File: src/rtl/rr_requester_bank_if.sv
`default_nettype none
// ============================================================================
// Module      : rr_requester_bank_if
// Description : Bundles the job, drain, request/grant and completion signals
//               of the round-robin requester bank. The master modport is the
//               bank itself; the slave modport is its environment (job
//               source, drain control and the arbiter).
// Revision    : 1.0 - initial release
// ============================================================================
interface rr_requester_bank_if #(
  parameter int N  = 4,
  parameter int CW = 3,
  parameter int IW = 2
);
  logic             job_valid_i;
  logic [IW-1:0]    job_ch_i;
  logic             job_ready_o;
  logic             drain_i;
  logic             drained_o;
  logic [N-1:0]     req_o;
  logic [N-1:0]     gnt_i;
  logic             done_valid_o;
  logic [IW-1:0]    done_ch_o;
  logic [CW+IW-1:0] pending_total_o;
  logic             proto_err_o;
  logic             starve_err_o;

  modport master (
    input  job_valid_i, job_ch_i, drain_i, gnt_i,
    output job_ready_o, drained_o, req_o, done_valid_o, done_ch_o,
           pending_total_o, proto_err_o, starve_err_o
  );

  modport slave (
    output job_valid_i, job_ch_i, drain_i, gnt_i,
    input  job_ready_o, drained_o, req_o, done_valid_o, done_ch_o,
           pending_total_o, proto_err_o, starve_err_o
  );
endinterface
`default_nettype wire

File: src/rtl/rr_requester_bank.sv
`default_nettype none
// ============================================================================
// Module      : rr_requester_bank
// Description : Requester-side partner of a 4-client round-robin arbiter.
//               Keeps a saturating pending-job counter per client, raises a
//               request while a client has work, retires one job per legal
//               grant with a registered completion pulse, supports a drain
//               mode and flags arbiter protocol violations.
//               Optional starvation checker: define RR_REQ_STARVE_CHECK_EN.
// Revision    : 1.0 - initial release
// ============================================================================
module rr_requester_bank #(
  parameter int N     = 4,
  parameter int DEPTH = 7,
  parameter int CW    = 3,
  parameter int IW    = 2
) (
  input  wire logic           clk,
  input  wire logic           reset,
  rr_requester_bank_if.master bus
);

  localparam int            TW         = CW + IW;
  localparam logic [CW-1:0] C_CNT_ONE  = CW'(1);
  localparam logic [CW-1:0] C_CNT_FULL = CW'(DEPTH);
  localparam logic [N-1:0]  C_VEC_ONE  = N'(1);

  typedef enum logic [1:0] {
    ST_RUN   = 2'd0,
    ST_DRAIN = 2'd1,
    ST_DONE  = 2'd2
  } state_t;

  state_t          r_state;
  state_t          w_state_nxt;
  logic [CW-1:0]   r_cnt     [N];
  logic [CW-1:0]   w_cnt_nxt [N];
  logic [N-1:0]    w_req;
  logic [N-1:0]    w_inc;
  logic [N-1:0]    w_dec;
  logic            w_gnt_multi;
  logic            w_gnt_bad;
  logic            w_gnt_legal;
  logic            w_retire;
  logic [IW-1:0]   w_gnt_idx;
  logic            w_ready;
  logic            w_enq;
  logic            w_all_zero;
  logic [TW-1:0]   w_total_nxt;
  logic            r_done_valid;
  logic [IW-1:0]   r_done_ch;
  logic [TW-1:0]   r_total;
  logic            r_proto_err;

  // Request per client comes straight from its counter, never from the grant.
  always_comb begin
    w_req = '0;
    for (int i = 0; i < N; i++) begin
      w_req[i] = (r_cnt[i] != '0);
    end
  end

  assign w_all_zero  = (w_req == '0);

  // Grant legality: zero or one-hot, and only onto a requesting client.
  assign w_gnt_multi = ((bus.gnt_i & (bus.gnt_i - C_VEC_ONE)) != '0);
  assign w_gnt_bad   = ((bus.gnt_i & ~w_req) != '0);
  assign w_gnt_legal = !w_gnt_multi && !w_gnt_bad;
  assign w_retire    = w_gnt_legal && (bus.gnt_i != '0);

  // Encode the granted client index (meaningful only when w_retire is high).
  always_comb begin
    w_gnt_idx = '0;
    for (int i = 0; i < N; i++) begin
      if (bus.gnt_i[i]) begin
        w_gnt_idx = IW'(i);
      end
    end
  end

  // Enqueue acceptance uses pre-update counters, so a full client stays
  // blocked even when it is being granted in the same cycle.
  assign w_ready = (r_state == ST_RUN) && (r_cnt[bus.job_ch_i] != C_CNT_FULL);
  assign w_enq   = bus.job_valid_i && w_ready;

  // Per-client increment/decrement requests.
  always_comb begin
    w_inc = '0;
    w_dec = '0;
    for (int i = 0; i < N; i++) begin
      w_inc[i] = w_enq && (bus.job_ch_i == IW'(i));
      w_dec[i] = w_retire && bus.gnt_i[i];
    end
  end

  // Next counter values; enqueue and retire on the same client cancel out.
  always_comb begin
    for (int i = 0; i < N; i++) begin
      w_cnt_nxt[i] = r_cnt[i];
      if (w_inc[i] && !w_dec[i] && (r_cnt[i] != C_CNT_FULL)) begin
        w_cnt_nxt[i] = r_cnt[i] + C_CNT_ONE;
      end else if (w_dec[i] && !w_inc[i] && (r_cnt[i] != '0)) begin
        w_cnt_nxt[i] = r_cnt[i] - C_CNT_ONE;
      end
    end
  end

  // Total of the post-update counters, registered for pending_total_o.
  always_comb begin
    w_total_nxt = '0;
    for (int i = 0; i < N; i++) begin
      w_total_nxt = w_total_nxt + TW'(w_cnt_nxt[i]);
    end
  end

  // Drain FSM next state: RUN -> DRAIN -> DONE, drain release returns to RUN.
  always_comb begin
    w_state_nxt = r_state;
    case (r_state)
      ST_RUN: begin
        if (bus.drain_i) begin
          w_state_nxt = ST_DRAIN;
        end
      end
      ST_DRAIN: begin
        if (!bus.drain_i) begin
          w_state_nxt = ST_RUN;
        end else if (w_all_zero) begin
          w_state_nxt = ST_DONE;
        end
      end
      ST_DONE: begin
        if (!bus.drain_i) begin
          w_state_nxt = ST_RUN;
        end
      end
      default: w_state_nxt = ST_RUN;
    endcase
  end

  // Drain FSM state register.
  always_ff @(posedge clk) begin
    if (reset) begin
      r_state <= ST_RUN;
    end else begin
      r_state <= w_state_nxt;
    end
  end

  // Counter bank, completion pulse, running total and sticky protocol error.
  always_ff @(posedge clk) begin
    if (reset) begin
      for (int i = 0; i < N; i++) begin
        r_cnt[i] <= '0;
      end
      r_done_valid <= 1'b0;
      r_done_ch    <= '0;
      r_total      <= '0;
      r_proto_err  <= 1'b0;
    end else begin
      for (int i = 0; i < N; i++) begin
        r_cnt[i] <= w_cnt_nxt[i];
      end
      r_done_valid <= w_retire;
      if (w_retire) begin
        r_done_ch <= w_gnt_idx;
      end
      r_total <= w_total_nxt;
      if ((bus.gnt_i != '0) && !w_gnt_legal) begin
        r_proto_err <= 1'b1;
      end
    end
  end

`ifdef RR_REQ_STARVE_CHECK_EN
  logic [CW-1:0] r_wait [N];
  logic [N-1:0]  w_starve_hit;
  logic          r_starve_err;

  // A waiting client trips the check when one more foreign grant would push
  // its wait count beyond N-1.
  always_comb begin
    w_starve_hit = '0;
    for (int i = 0; i < N; i++) begin
      w_starve_hit[i] = w_retire && !bus.gnt_i[i] && w_req[i] &&
                        (r_wait[i] >= CW'(N - 1));
    end
  end

  // Wait counters: clear when idle or served, count foreign grants otherwise.
  always_ff @(posedge clk) begin
    if (reset) begin
      for (int i = 0; i < N; i++) begin
        r_wait[i] <= '0;
      end
      r_starve_err <= 1'b0;
    end else begin
      for (int i = 0; i < N; i++) begin
        if (!w_req[i] || (w_retire && bus.gnt_i[i])) begin
          r_wait[i] <= '0;
        end else if (w_retire && (r_wait[i] != '1)) begin
          r_wait[i] <= r_wait[i] + C_CNT_ONE;
        end
      end
      if (w_starve_hit != '0) begin
        r_starve_err <= 1'b1;
      end
    end
  end

  assign bus.starve_err_o = r_starve_err;
`else
  assign bus.starve_err_o = 1'b0;
`endif

  assign bus.req_o           = w_req;
  assign bus.job_ready_o     = w_ready;
  assign bus.drained_o       = (r_state == ST_DONE);
  assign bus.done_valid_o    = r_done_valid;
  assign bus.done_ch_o       = r_done_ch;
  assign bus.pending_total_o = r_total;
  assign bus.proto_err_o     = r_proto_err;

endmodule
`default_nettype wire

File: src/flat_wrapper.sv
// flat-port wrapper written by rule: the top's interface ports become plain ports
module rr_requester_bank_flat 
#(
  parameter int N     = 4,
  parameter int DEPTH = 7,
  parameter int CW    = 3,
  parameter int IW    = 2
)
  (clk, reset, bus_job_valid_i, bus_job_ch_i, bus_drain_i, bus_gnt_i, bus_job_ready_o, bus_drained_o, bus_req_o, bus_done_valid_o, bus_done_ch_o, bus_pending_total_o, bus_proto_err_o, bus_starve_err_o);
  rr_requester_bank_if #(.N(N), .CW(CW), .IW(IW)) bus_i ();
  input  wire logic clk;
  input  wire logic reset;
  input wire logic [$bits(bus_i.job_valid_i)-1:0] bus_job_valid_i;
  input wire logic [$bits(bus_i.job_ch_i)-1:0] bus_job_ch_i;
  input wire logic [$bits(bus_i.drain_i)-1:0] bus_drain_i;
  input wire logic [$bits(bus_i.gnt_i)-1:0] bus_gnt_i;
  output wire logic [$bits(bus_i.job_ready_o)-1:0] bus_job_ready_o;
  output wire logic [$bits(bus_i.drained_o)-1:0] bus_drained_o;
  output wire logic [$bits(bus_i.req_o)-1:0] bus_req_o;
  output wire logic [$bits(bus_i.done_valid_o)-1:0] bus_done_valid_o;
  output wire logic [$bits(bus_i.done_ch_o)-1:0] bus_done_ch_o;
  output wire logic [$bits(bus_i.pending_total_o)-1:0] bus_pending_total_o;
  output wire logic [$bits(bus_i.proto_err_o)-1:0] bus_proto_err_o;
  output wire logic [$bits(bus_i.starve_err_o)-1:0] bus_starve_err_o;
  assign bus_i.job_valid_i = bus_job_valid_i;
  assign bus_i.job_ch_i = bus_job_ch_i;
  assign bus_i.drain_i = bus_drain_i;
  assign bus_i.gnt_i = bus_gnt_i;
  assign bus_job_ready_o = bus_i.job_ready_o;
  assign bus_drained_o = bus_i.drained_o;
  assign bus_req_o = bus_i.req_o;
  assign bus_done_valid_o = bus_i.done_valid_o;
  assign bus_done_ch_o = bus_i.done_ch_o;
  assign bus_pending_total_o = bus_i.pending_total_o;
  assign bus_proto_err_o = bus_i.proto_err_o;
  assign bus_starve_err_o = bus_i.starve_err_o;
  rr_requester_bank #(.N(N), .DEPTH(DEPTH), .CW(CW), .IW(IW)) u_core (.clk(clk), .reset(reset), .bus(bus_i));
endmodule
File: config.mk
export PLATFORM = sky130hd
export DESIGN_NAME = rr_requester_bank_flat
export DESIGN_NICKNAME = d
export VERILOG_FILES = /design/src/rtl/rr_requester_bank_if.sv /design/src/rtl/rr_requester_bank.sv /design/src/flat_wrapper.sv
export SDC_FILE = /design/constraint.sdc
export NUM_CORES = 1
export LEC_CHECK = 0
export ABC_AREA = 1
export BUFFER_PORTS_ARGS = -buffer_cell sky130_fd_sc_hd__buf_2
export CAP_MARGIN = 20
export CORE_ASPECT_RATIO = 0.75
export CORE_MARGIN = 5
export CORE_UTILIZATION = 40
export CTS_CLUSTER_DIAMETER = 80
export DETAILED_ROUTE_END_ITERATION = 8
export GPL_TIMING_DRIVEN = 0
export PLACE_DENSITY_LB_ADDON = 0.25
export SLEW_MARGIN = 40
export SYNTH_ARGS = -nofsm -noshare
export SYNTH_HDL_FRONTEND = slang
export SYNTH_SLANG_ARGS = --single-unit
File: constraint.sdc
create_clock -name clk -period 4.3 [get_ports clk]
set_input_delay 0.86 -clock clk [delete_from_list [all_inputs] [get_ports clk]]
set_output_delay 0.86 -clock clk [all_outputs]
set_load 0.05 [all_outputs]
==> reports/results.tsv, run 1 <==
stage	metric	value	unit
run_status	outcome	complete, no violations	
critical_path	cell mode on critical path	inv_1	
yosys	Gate Count Post-Synth	279	
finish	Reg area	463	sq um
yosys	Synth Area in Compound Gates	3.40	%
floorplanning	die extent in x	92.1	um
yosys	Seq/Total Area, Yosys	22.7	%
yosys	Post-Syn Area	0.00202	sq mm
critical_path	CP max-delay cell	fa_1	
sta	Fmax achieved	250	MHz
floorplanning	I/O pin count	26	
routing	total wire length	4210	um
global_route	Tot GR Track Use	13.4	%
flow_run	max_cap viols	0	
clock_tree	Reg clk slew, reported paths	0.08	ns
finish	filler cell count	507	
power	Leak	1.22	nW
global_route	initial antenna violation count	0	
yosys	syn_nets	316	
floorplanning	Initial Utilization	41.3	%
finish	Syn-to-layout area delta	12.9	%
routing	Avg Vias per Cell	4.60	
yosys	asr flop ratio synth	0	%
yosys	Synth cell types	30	
critical_path	R2R Path End	u_core.bus.pending_total_o[3]	
hold_path	Hold Path End	u_core.bus.proto_err_o	
critical_path	CP Launch Type	primary input	
critical_path	slowest stage delay, CP	0.50	ns
routing	Remaining DRCs	0	
yosys	simple-gate share of the synthesized area	42.3	%
clock_tree	hold buffers post-CTS	0	
critical_path	crit path max fanout	8	
yosys	top cells by area, synth	dfxtp_1, ha_1, nand2_1, inv_1, nand3_1	
sta	Setup-failing EPs final	0	
power	total power	709	uW
yosys	most instantiated cells after synthesis	nand2_1, inv_1, nand3_1, dfxtp_1, ha_1	
critical_path	CP arrival	4.14	ns
routing	Vias	1691	
placed_design	port bufs	24	
clock_tree	TritonCTS Buffers	3	
power	power density over cell area	310	mW/mm^2
yosys	XOR/XNOR Fraction of Synth Area	2.60	%
sta	Slew headroom	56.6	%
finish	area occupied by multi-input gates	0.00137	sq mm
yosys	Synth area leader	dfxtp_1	
power	Peak VDD IR	0.168	mV
finish	Nets	346	
yosys	largest family of logic cells by synthesized area	simple AND/OR/NAND/NOR gates	
yosys	EDFF count, synth	0	
global_route	global-route wire length before repair	7180	um
sta	period utilisation layout	93.2	%
finish	final instance area	0.00228	sq mm
global_route	largest net degree at the start of global routing	14	
sta	Post-Route Skew	0.00599	ns
global_route	vias in the first global route	1535	
critical_path	reg2reg setup slack	0.37	ns
routing	First-pass DRT Iterations	4	
yosys	ys flop type	dfxtp_1	
yosys	Syn. warnings	0	
hold_path	Worst Hold Depth	2	
floorplanning	core area	0.00490	sq mm
placed_design	routability cong.	0.882	
finish	Ant. Diodes	0	
clock_tree	H-tree Lvls	1	
clock_tree	TritonCTS clock tree	done	
finish	layout cells sized above 1	27.3	%
routing	DRT iter0 DRCs	104	
sta	Final Hold Fails	0	
critical_path	WP data required	4.44	ns
routing	WL per Instance	11.4	um
routing	post-route ant nets	0	
floorplanning	die height	71.6	um
clock_tree	Clock Sinks	23	
critical_path	CP bufs+invs	6	
critical_path	critical path's top delay family	adder cells	
yosys	post-synth top area share	22.7	%
sta	setup TNS	0	ns
critical_path	r2r startpoint	u_core.r_cnt[2][0]	
yosys	Avg Cell Area, Syn	7.26	sq um
yosys	register bit total from synthesis	23	
floorplanning	die area	0.00660	sq mm
sta	Pins Over Slew Limit	0	
clock_tree	Worst-Skew Late Latency	0.26	ns
floorplanning	Core Rows	22	
clock_tree	CTS root buffer	clkbuf_8	
placed_design	placed instance area	0.00222	sq mm
placed_design	DP HPWL	3590	um
clock_tree	clk buf depth	2	
critical_path	FF-to-FF path depth	23	
global_route	total grt overflow	0	
critical_path	CP cell instances	buf_2 > nor2_1 > inv_1 > o21ai_2 > nand4_4 > nor2_4 > nor2_2 > nand2_4 > nand2_1 > nand2_1 > nand2_1 > inv_1 > ha_1 > inv_1 > fa_1 > fa_1 > inv_1 > ha_1 > inv_1 > fa_1 > xor2_1 > nor2_1	
sta	RSZ-0062 raised after global routing	no	
yosys	post-synthesis mux area share	0	%
critical_path	WS Path Type	primary input to flop	
yosys	most frequent cell after synthesis	nand2_1	
hold_path	worst hold path class	flop to flop	
critical_path	Worst setup EP type	flop	
sta	worst slew pin tran	0.651	ns
sta	min cycle time layout	4.01	ns
yosys	adder-cell area share of the yosys netlist	18.5	%
hold_path	hold_sp	u_core.bus.proto_err_o	
worst max-delay path by stage:
stage,cells after the start,start,end,slack [ns]
after floorplan,23,bus_job_ch_i[0],u_core.bus.pending_total_o[3],0.42
after global routing,22,bus_gnt_i[2],u_core.bus.pending_total_o[3],0.006
final,22,bus_gnt_i[2],u_core.bus.pending_total_o[3],0.29
after detailed placement,24,bus_job_ch_i[0],u_core.bus.pending_total_o[3],0.02
after global placement,21,bus_gnt_i[2],u_core.bus.pending_total_o[3],0.03
after CTS,24,bus_job_ch_i[0],u_core.bus.pending_total_o[3],0.25
cell families after synthesis:
family | count (synthesis)
other | 1
and+or+nand+nor | 156
xor gates and xnor gates | 6
buffers and inverters | 53
adders and majority gates | 27
AOI/OAI and AO/OA | 13
DFF | 23
power breakdown:
group          internal (mW)  total, mW  switching, mW
clock                 0.0646      0.132         0.0678
sequential             0.237      0.252         0.0152
combinational         0.0987      0.324          0.225
total                  0.400      0.709          0.308
per-stage QoR:
stage          hold WS (ns)  worst slack (ns)  util [%]  cells
6_report              0.465             0.294      46.6    368
2_1_floorplan         0.488             0.419         -    279
5_1_grt               0.496           0.00648      46.6    368
4_1_cts               0.468             0.248      46.2    367
3_5_place_dp          0.454            0.0183      45.3    363
3_3_place_gp          0.445            0.0278      45.3    363
layer usage:
metal	track usage, %	part of all wire (%)	vias to the layer above
met4	0.988	0.48	0
met3	2.62	4.5	3
li1	-	-	917
met2	19.7	38	34
met1	20.8	57	737
met5	0	0	-
placed cells by master (no fill, tap or decap), drive strengths merged:
master / netlist / layout
nand2: 80 / 80
inv: 48 / 48
nor2: 33 / 33
nand3: 31 / 31
buf: 3 / 28
dfxtp: 23 / 23
ha: 22 / 22
a21oi: 9 / 9
nand3b: 5 / 5
xor2: 5 / 5
fa: 5 / 5
nand4: 5 / 5
clkbuf: 1 / 4
o21ai: 4 / 4
clkinv: 1 / 2
xnor2: 1 / 1
nor3: 1 / 1
or2: 1 / 1
conb: 1 / 1
cell type report:
type	count	share of cell area [%]
flip-flops and latches	23	20.3
clock buffers	3	1.81
plain buffers	4	0.986
multi-input cells	203	59.8
clock inverters	1	0.219
well taps	60	3.29
inverters	49	8.05
repair buffers	25	5.59
sequential cells by signal (all words and copies together), names as in the netlist:
| register | flops |
|---|---|
| u_core.bus.done_ch_o | 2 |
| u_core.bus.done_valid_o | 1 |
| u_core.bus.pending_total_o | 5 |
| u_core.bus.proto_err_o | 1 |
| u_core.r_cnt | 12 |
| u_core.r_state | 2 |
tightest hold or removal path, stage by stage (launching register included):
cell and delay [ns]:
dfxtp_1 0.32, nor2_1 0.04, nor2_1 0.07
repair_timing:
item                                    CTS  global route
buffers inserted                          0             1
endpoints found under the setup margin    0             2
endpoints found under the hold margin     0             0
resized for setup                         0             4
(Power assumes the default switching activity.)
==> run 2: changes to the inputs <==
Settings changed: BUFFER_PORTS_ARGS -buffer_cell sky130_fd_sc_hd__buf_2 to not set, CORE_ASPECT_RATIO 0.75 to 1.2, DONT_BUFFER_PORTS set to 1.
==> run 2 against run 1 <==
Net effect:
- flip-flop and latch count stayed put
- final cell count fell by 6.3%
- sequential share of layout area rose by 0.97 points
- first-iteration DRC count is 34% lower
- routed wire length down 3.2%
- cell area is 5.1% lower
- non-clock buffer count is 23 lower
- clock power grew 6%
==> reports/results.tsv, run 2 (synthesis gave the netlist of run 1 again) <==
stage	metric	value	unit	change
run_status	outcome	complete, no violations		unchanged
global_route	vias in the first global route	1623		was 1535
routing	uppermost routed layer	met4		unchanged
sta	Post-Route Skew	0.00755	ns	was 0.00599 ns
routing	DRT iter0 DRCs	69		was 104
hold_path	hold_sp	u_core.r_state[0]		was u_core.bus.proto_err_o
floorplanning	die height	87.9	um	was 71.6 um
finish	final instance area	0.00217	sq mm	was 0.00228 sq mm
critical_path	Worst setup EP type	flop		unchanged
routing	Vias	1645		was 1691
critical_path	r2r startpoint	u_core.r_cnt[1][0]		was u_core.r_cnt[2][0]
hold_path	worst hold path class	flop to flop		unchanged
finish	layout cells sized above 1	20.7	%	was 27.3%
sta	Worst Hold Margin	0.543	ns	was 0.465 ns
critical_path	CP Launch Type	flop		was primary input
routing	Avg Vias per Cell	4.77		was 4.60
placed_design	placed cells	339		was 363
clock_tree	H-tree Lvls	1		unchanged
floorplanning	die extent in x	74.9	um	was 92.1 um
finish	filler cell count	538		was 507
sta	setup TNS	0	ns	unchanged
finish	most frequent cells in the layout	nand2_1, inv_1, nand3_1, dfxtp_1, ha_1		was nand2_1, inv_1, nand3_1, buf_2, ha_1
floorplanning	core area	0.00494	sq mm	was 0.00490 sq mm
critical_path	WS Path Type	flop to flop		was primary input to flop
sta	Pins Over Slew Limit	0		unchanged
sta	Setup-failing EPs final	0		unchanged
floorplanning	Core Rows	28		was 22
routing	Routed met3 length	185	um	was 189 um
sta	worst slew pin tran	0.599	ns	was 0.651 ns
critical_path	reg2reg setup slack	0.33	ns	was 0.37 ns
routing	met2 wire length	2020	um	was 1610 um
critical_path	CP startpoint	u_core.r_cnt[1][0]		was bus_gnt_i[2]
critical_path	R2R Path End	u_core.bus.pending_total_o[3]		unchanged
routing	total wire length	4070	um	was 4210 um
hold_path	Hold Path End	u_core.r_state[0]		was u_core.bus.proto_err_o
sta	Worst Setup Slack, final	0.326	ns	was 0.294 ns
routing	Remaining DRCs	0		unchanged
power	power density over cell area	315	mW/mm^2	was 310 mW/mm^2
power	Peak VDD IR	0.232	mV	was 0.168 mV
placed_design	placed instance area	0.00210	sq mm	was 0.00222 sq mm
placed_design	Setup Slack @ Placement	0.0922	ns	was 0.0183 ns
clock_tree	TritonCTS Buffers	3		unchanged
routing	First-pass DRT Iterations	4		unchanged
placed_design	port bufs	0		was 24
floorplanning	die area	0.00659	sq mm	was 0.00660 sq mm
sta	RSZ-0062 raised after global routing	no		unchanged
routing	WL per Instance	11.8	um	was 11.4 um
clock_tree	Reg clk slew, reported paths	0.09	ns	was 0.08 ns
hold_path	Worst Hold Depth	3		was 2
clock_tree	clk buf depth	2		unchanged
floorplanning	Initial Utilization	41.0	%	was 41.3%
sta	Final Hold Fails	0		unchanged
sta	Slew headroom	60.0	%	was 56.6%
power	total power	682	uW	was 709 uW
flow_run	max_cap viols	0		unchanged
clock_tree	CTS root buffer	clkbuf_8		unchanged
clock_tree	TritonCTS clock tree	done		unchanged
global_route	initial antenna violation count	0		unchanged
clock_tree	Clock Sinks	23		unchanged
sta	min cycle time layout	3.97	ns	was 4.01 ns
clock_tree	hold buffers post-CTS	0		unchanged
routing	post-route ant nets	0		unchanged
power	Leak	1.12	nW	was 1.22 nW
routing	wl on met1	1800	um	was 2390 um
global_route	total grt overflow	0		unchanged
sta	period utilisation layout	92.4	%	was 93.2%
finish	max reg flops	12		unchanged
finish	Syn-to-layout area delta	7.11	%	was 12.9%
critical_path	crit path max fanout	4		was 8
floorplanning	I/O pin count	26		unchanged
critical_path	FF-to-FF path depth	22		was 23
placed_design	routability cong.	0.870		was 0.882
critical_path	CP arrival	4.11	ns	was 4.14 ns
global_route	global-route wire length before repair	7130	um	was 7180 um
finish	Reg area	460	sq um	was 463 sq um
finish	Top reg by flops	u_core.r_cnt		unchanged
sta	Fmax achieved	252	MHz	was 250 MHz
placed_design	DP HPWL	3410	um	was 3590 um
critical_path	WP data required	4.44	ns	about the same
finish	area occupied by multi-input gates	0.00137	sq mm	about the same
finish	Nets	323		was 346
global_route	largest net degree at the start of global routing	14		unchanged
finish	most common cell after layout, fill and taps aside	nand2_1		unchanged
finish	Post-Route Utilization	43.9	%	was 46.6%
global_route	Tot GR Track Use	13.8	%	was 13.4%
clock_tree	Worst-Skew Late Latency	0.27	ns	was 0.26 ns
finish	Cell Count, Final, Fillers Out	345		was 368
finish	Ant. Diodes	0		unchanged
==> run 2: cell count changes in the layout (fill, tap and decap cells not counted), sizes merged <==
| cell | previous run | this run |
|---|---|---|
| buf | 28 | 5 |
==> run 2: timing repair <==
item,CTS,global route
gates resized for setup,0,1
buffers inserted,0,2
endpoints found under the setup margin,0,2
==> run 2: final cells by class <==
class,instances,share of cell area [%]
Clock buffer,3,1.90
Timing Repair Buffer,2,0.692
Clock inverter,1,0.231
Multi-Input combinational cell,203,63.0
Buffer,4,1.04
Sequential cell,23,21.2
Inverter,49,8.48
Tap cell,60,3.46
==> run 2: worst max path at each step <==
stage / cells after the start / slack [ns] / endpoint
2_1_floorplan: 23 / 0.42 / u_core.bus.pending_total_o[3]
3_3_place_gp: 20 / 0.06 / u_core.bus.pending_total_o[3]
3_5_place_dp: 20 / 0.09 / u_core.bus.pending_total_o[3]
4_1_cts: 22 / 0.1 / u_core.bus.pending_total_o[3]
5_1_grt: 23 / 0.03 / u_core.bus.pending_total_o[3]
6_report: 22 / 0.33 / u_core.bus.pending_total_o[3]
==> run 2: routing by layer <==
| metal | vias up | global-route usage [%] |
|---|---|---|
| li1 | 875 | - |
| met1 | 744 | 16.7 |
| met2 | 22 | 23.9 |
| met3 | 4 | 2.53 |
| met4 | 0 | 5.18 |
| met5 | - | 0 |
==> run 2: worst max-delay path, stage by stage, from the launching register on <==
cell and delay, ns:
dfxtp_1 0.39, inv_1 0.09, ha_1 0.25, nand2_4 0.18, nand2_1 0.09, nand2_2 0.10, nand4_4 0.15, nor2_4 0.20
nor2_2 0.08, nand2_4 0.09, nand3_1 0.06, nand2_1 0.12, inv_1 0.06, ha_1 0.20, inv_1 0.07, fa_1 0.42
fa_1 0.44, inv_1 0.07, ha_1 0.16, inv_1 0.05, fa_1 0.37, xor2_1 0.14, nor2_1 0.05
==> run 2: report_power, final <==
part | internal, mW | switching, mW | total (mW)
clock network | 0.0647 | 0.0750 | 0.140
logic | 0.0802 | 0.157 | 0.237
registers | 0.237 | 0.0682 | 0.305
==> run 3: changes to the inputs <==
Settings changed: CORE_ASPECT_RATIO 1.2 to 0.8, CORE_MARGIN 5 to 1.
Clock period 4.3 ns to 3.6 ns, I/O delays scaled along.
==> run 3 against run 2 <==
Net effect:
- sequential power increased by 19%
- critical path depth down 2
- combinational power grew 51%
- clock skew increased by 0.0082 ns
- worst hold slack lost 0.046 ns
- power increased by 31%
- flip-flop and latch count stayed put
- die area is 19% lower
- register-to-register slack worse by 0.31 ns
- final cell count increased by 5.5%
- non-clock buffer count is 19 higher
- critical endpoint is now u_core.bus.pending_total_o[2]
- largest cell class unchanged
==> reports/results.tsv, run 3 (synthesis gave the netlist of run 1 again) <==
stage	metric	value	unit	change
clock_tree	H-tree Lvls	1		unchanged
routing	Vias	1749		was 1645
critical_path	CP max-delay cell	fa_1		unchanged
finish	max reg flops	12		unchanged
finish	most common cell after layout, fill and taps aside	nand2_1		unchanged
global_route	initial antenna violation count	0		unchanged
flow_run	max_cap viols	0		unchanged
critical_path	critical path's top delay family	adder cells		unchanged
global_route	largest net degree at the start of global routing	15		was 14
power	Peak VDD IR	0.238	mV	was 0.232 mV
global_route	global-route wire length before repair	7600	um	was 7130 um
run_status	outcome	complete, no violations		unchanged
routing	total wire length	4680	um	was 4070 um
hold_path	worst hold path class	primary input to flop		was flop to flop
sta	Pins Over Slew Limit	0		unchanged
global_route	Tot GR Track Use	18.9	%	was 13.8%
power	power density over cell area	358	mW/mm^2	was 315 mW/mm^2
finish	Nets	342		was 323
floorplanning	core area	0.00473	sq mm	was 0.00494 sq mm
routing	post-route ant nets	0		unchanged
sta	Slew headroom	57.5	%	was 60.0%
clock_tree	Clock Sinks	23		unchanged
placed_design	routability cong.	0.795		was 0.870
global_route	total grt overflow	0		unchanged
clock_tree	Reg clk slew, reported paths	0.10	ns	was 0.09 ns
sta	period utilisation layout	100	%	
sta	RSZ-0062 raised after global routing	yes		was no
floorplanning	die extent in x	81.5	um	was 74.9 um
power	sw frac	44.3	%	was 44.0%
finish	Syn-to-layout area delta	23.2	%	was 7.11%
finish	Post-Route Utilization	52.7	%	was 43.9%
critical_path	CP arrival	3.75	ns	was 4.11 ns
critical_path	Worst setup EP type	flop		unchanged
floorplanning	Initial Utilization	42.8	%	was 41.0%
placed_design	port bufs	0		unchanged
clock_tree	hold buffers post-CTS	0		unchanged
critical_path	CP cell instances	buf_4 > nand2_1 > o21ai_2 > nand2_1 > nand2_2 > nand3_4 > nand4_4 > inv_2 > nand2_2 > buf_4 > buf_4 > nand3_2 > nand2_2 > fa_1 > fa_1 > inv_1 > ha_2 > inv_2 > fa_2 > nor2_1		was inv_1 > ha_1 > nand2_4 > nand2_1 > nand2_2 > nand4_4 > nor2_4 > nor2_2 > nand2_4 > nand3_1 > nand2_1 > inv_1 > ha_1 > inv_1 > fa_1 > fa_1 > inv_1 > ha_1 > inv_1 > fa_1 > xor2_1 > nor2_1
power	Sw Pwr	396	uW	was 300 uW
sta	Post-Route Skew	0.0158	ns	was 0.00755 ns
routing	Remaining DRCs	0		unchanged
finish	Top reg by flops	u_core.r_cnt		unchanged
sta	Final Hold Fails	0		unchanged
clock_tree	TritonCTS Buffers	3		unchanged
sta	Setup-failing EPs final	0		unchanged
routing	First-pass DRT Iterations	4		unchanged
clock_tree	Worst-Skew Late Latency	0.28	ns	was 0.27 ns
floorplanning	Core Rows	22		was 28
clock_tree	TritonCTS clock tree	done		unchanged
hold_path	Worst Hold Depth	1		was 3
floorplanning	die area	0.00535	sq mm	was 0.00659 sq mm
routing	WL per Instance	12.9	um	was 11.8 um
critical_path	CP Launch Type	primary input		was flop
finish	most frequent cells in the layout	nand2_1, nand3_1, inv_1, buf_4, inv_2		was nand2_1, inv_1, nand3_1, dfxtp_1, ha_1
placed_design	placed cells	339		unchanged
critical_path	WP data required	3.75	ns	was 4.44 ns
power	total power	892	uW	was 682 uW
power	Comb pwr share	40.0	%	was 34.8%
finish	Cell Count, Final, Fillers Out	364		was 345
routing	Avg Vias per Cell	4.80		was 4.77
critical_path	WS Path Type	primary input to flop		was flop to flop
routing	DRT iter0 DRCs	92		was 69
power	Clk pwr share	19.2	%	was 20.5%
floorplanning	die height	65.6	um	was 87.9 um
clock_tree	CTS root buffer	clkbuf_8		unchanged
power	sequential group share of total power	40.8	%	was 44.7%
finish	Ant. Diodes	0		unchanged
global_route	vias in the first global route	1672		was 1623
power	design internal power	497	uW	was 382 uW
power	Leak	1.23	nW	was 1.12 nW
finish	filler cell count	459		was 538
sta	Fmax achieved	278	MHz	
sta	worst slew pin tran	0.637	ns	was 0.599 ns
floorplanning	I/O pin count	26		unchanged
critical_path	FF-to-FF path depth	22		unchanged
critical_path	Levels on crit path	20		was 22
critical_path	crit path max fanout	10		was 4
placed_design	DP HPWL	3550	um	was 3410 um
finish	layout cells sized above 1	41.1	%	was 20.7%
critical_path	slowest stage delay, CP	0.52	ns	was 0.44 ns
clock_tree	clk buf depth	2		unchanged
critical_path	CP bufs+invs	6		was 5
sta	min cycle time layout	3.60	ns	
==> run 3: cell types whose count changed in the layout (fill, tap and decap cells not counted), moves of 4 or more <==
| cell | delta |
|---|---|
| inv_2 | +17 |
| inv_1 | -19 |
| ha_4 | +4 |
| nand2_1 | -7 |
| buf_4 | +19 |
| dfxtp_2 | +7 |
| ha_1 | -6 |
| nand2_2 | +4 |
| dfxtp_1 | -9 |
==> run 3: timing repair <==
action / 4_1_cts / 5_1_grt
endpoints found under the setup margin: 3 / 3
pin swaps: 18 / 17
buffers inserted: 17 / 4
cloned: 0 / 0
resized for setup: 31 / 13
==> run 3: final timing paths <==
path | slack, ns | start | to
max | 0.002 | bus_job_ch_i[0] | u_core.bus.pending_total_o[2]
max reg2reg | 0.02 | u_core.r_cnt[1][0] | u_core.bus.pending_total_o[2]
min | 0.50 | reset | u_core.bus.pending_total_o[4]
min reg2reg | 0.57 | u_core.r_state[0] | u_core.r_state[0]
==> run 3: cell type report <==
type	count	area (sq um)	share of cell area, %
multi-input combinational	203	1520	61.1
sequential	23	477	19.1
inverter	49	190	7.62
timing repair buffer	21	158	6.32
tap	60	75.1	3.01
clock buffer	3	41.3	1.65
buffer	4	22.5	0.903
clock inverter	1	7.51	0.301
==> run 3: through the flow <==
step	cell area [sq um]	TNS (ns)	hold slack, ns	worst slack, ns
global route	2490	-0.319	0.490	-0.157
global placement	2140	-0.873	0.518	-0.346
CTS	2420	-0.143	0.497	-0.0959
detailed placement	2150	-0.916	0.539	-0.369
finish	2490	0	0.497	0.00154
floorplan	2070	-0.193	0.488	-0.113
==> run 3: power by group through the flow <==
stage | clock, mW | combinational, mW | sequential (mW)
4_1_cts | 0.172 | 0.347 | 0.365
3_3_place_gp | 0 | 0.294 | 0.372
2_1_floorplan | 0 | 0.248 | 0.366
6_report | 0.171 | 0.357 | 0.364
3_5_place_dp | 0 | 0.300 | 0.373
5_1_grt | 0.181 | 0.402 | 0.369
==> run 3: layer usage <==
layer / track usage (%) / part of all wire [%] / up-vias
met5: 0 / 0 / -
met4: 2.46 / 0.26 / 0
met3: 3.61 / 3.9 / 2
met2: 31.1 / 47 / 26
met1: 26.0 / 49 / 807
li1: - / - / 914
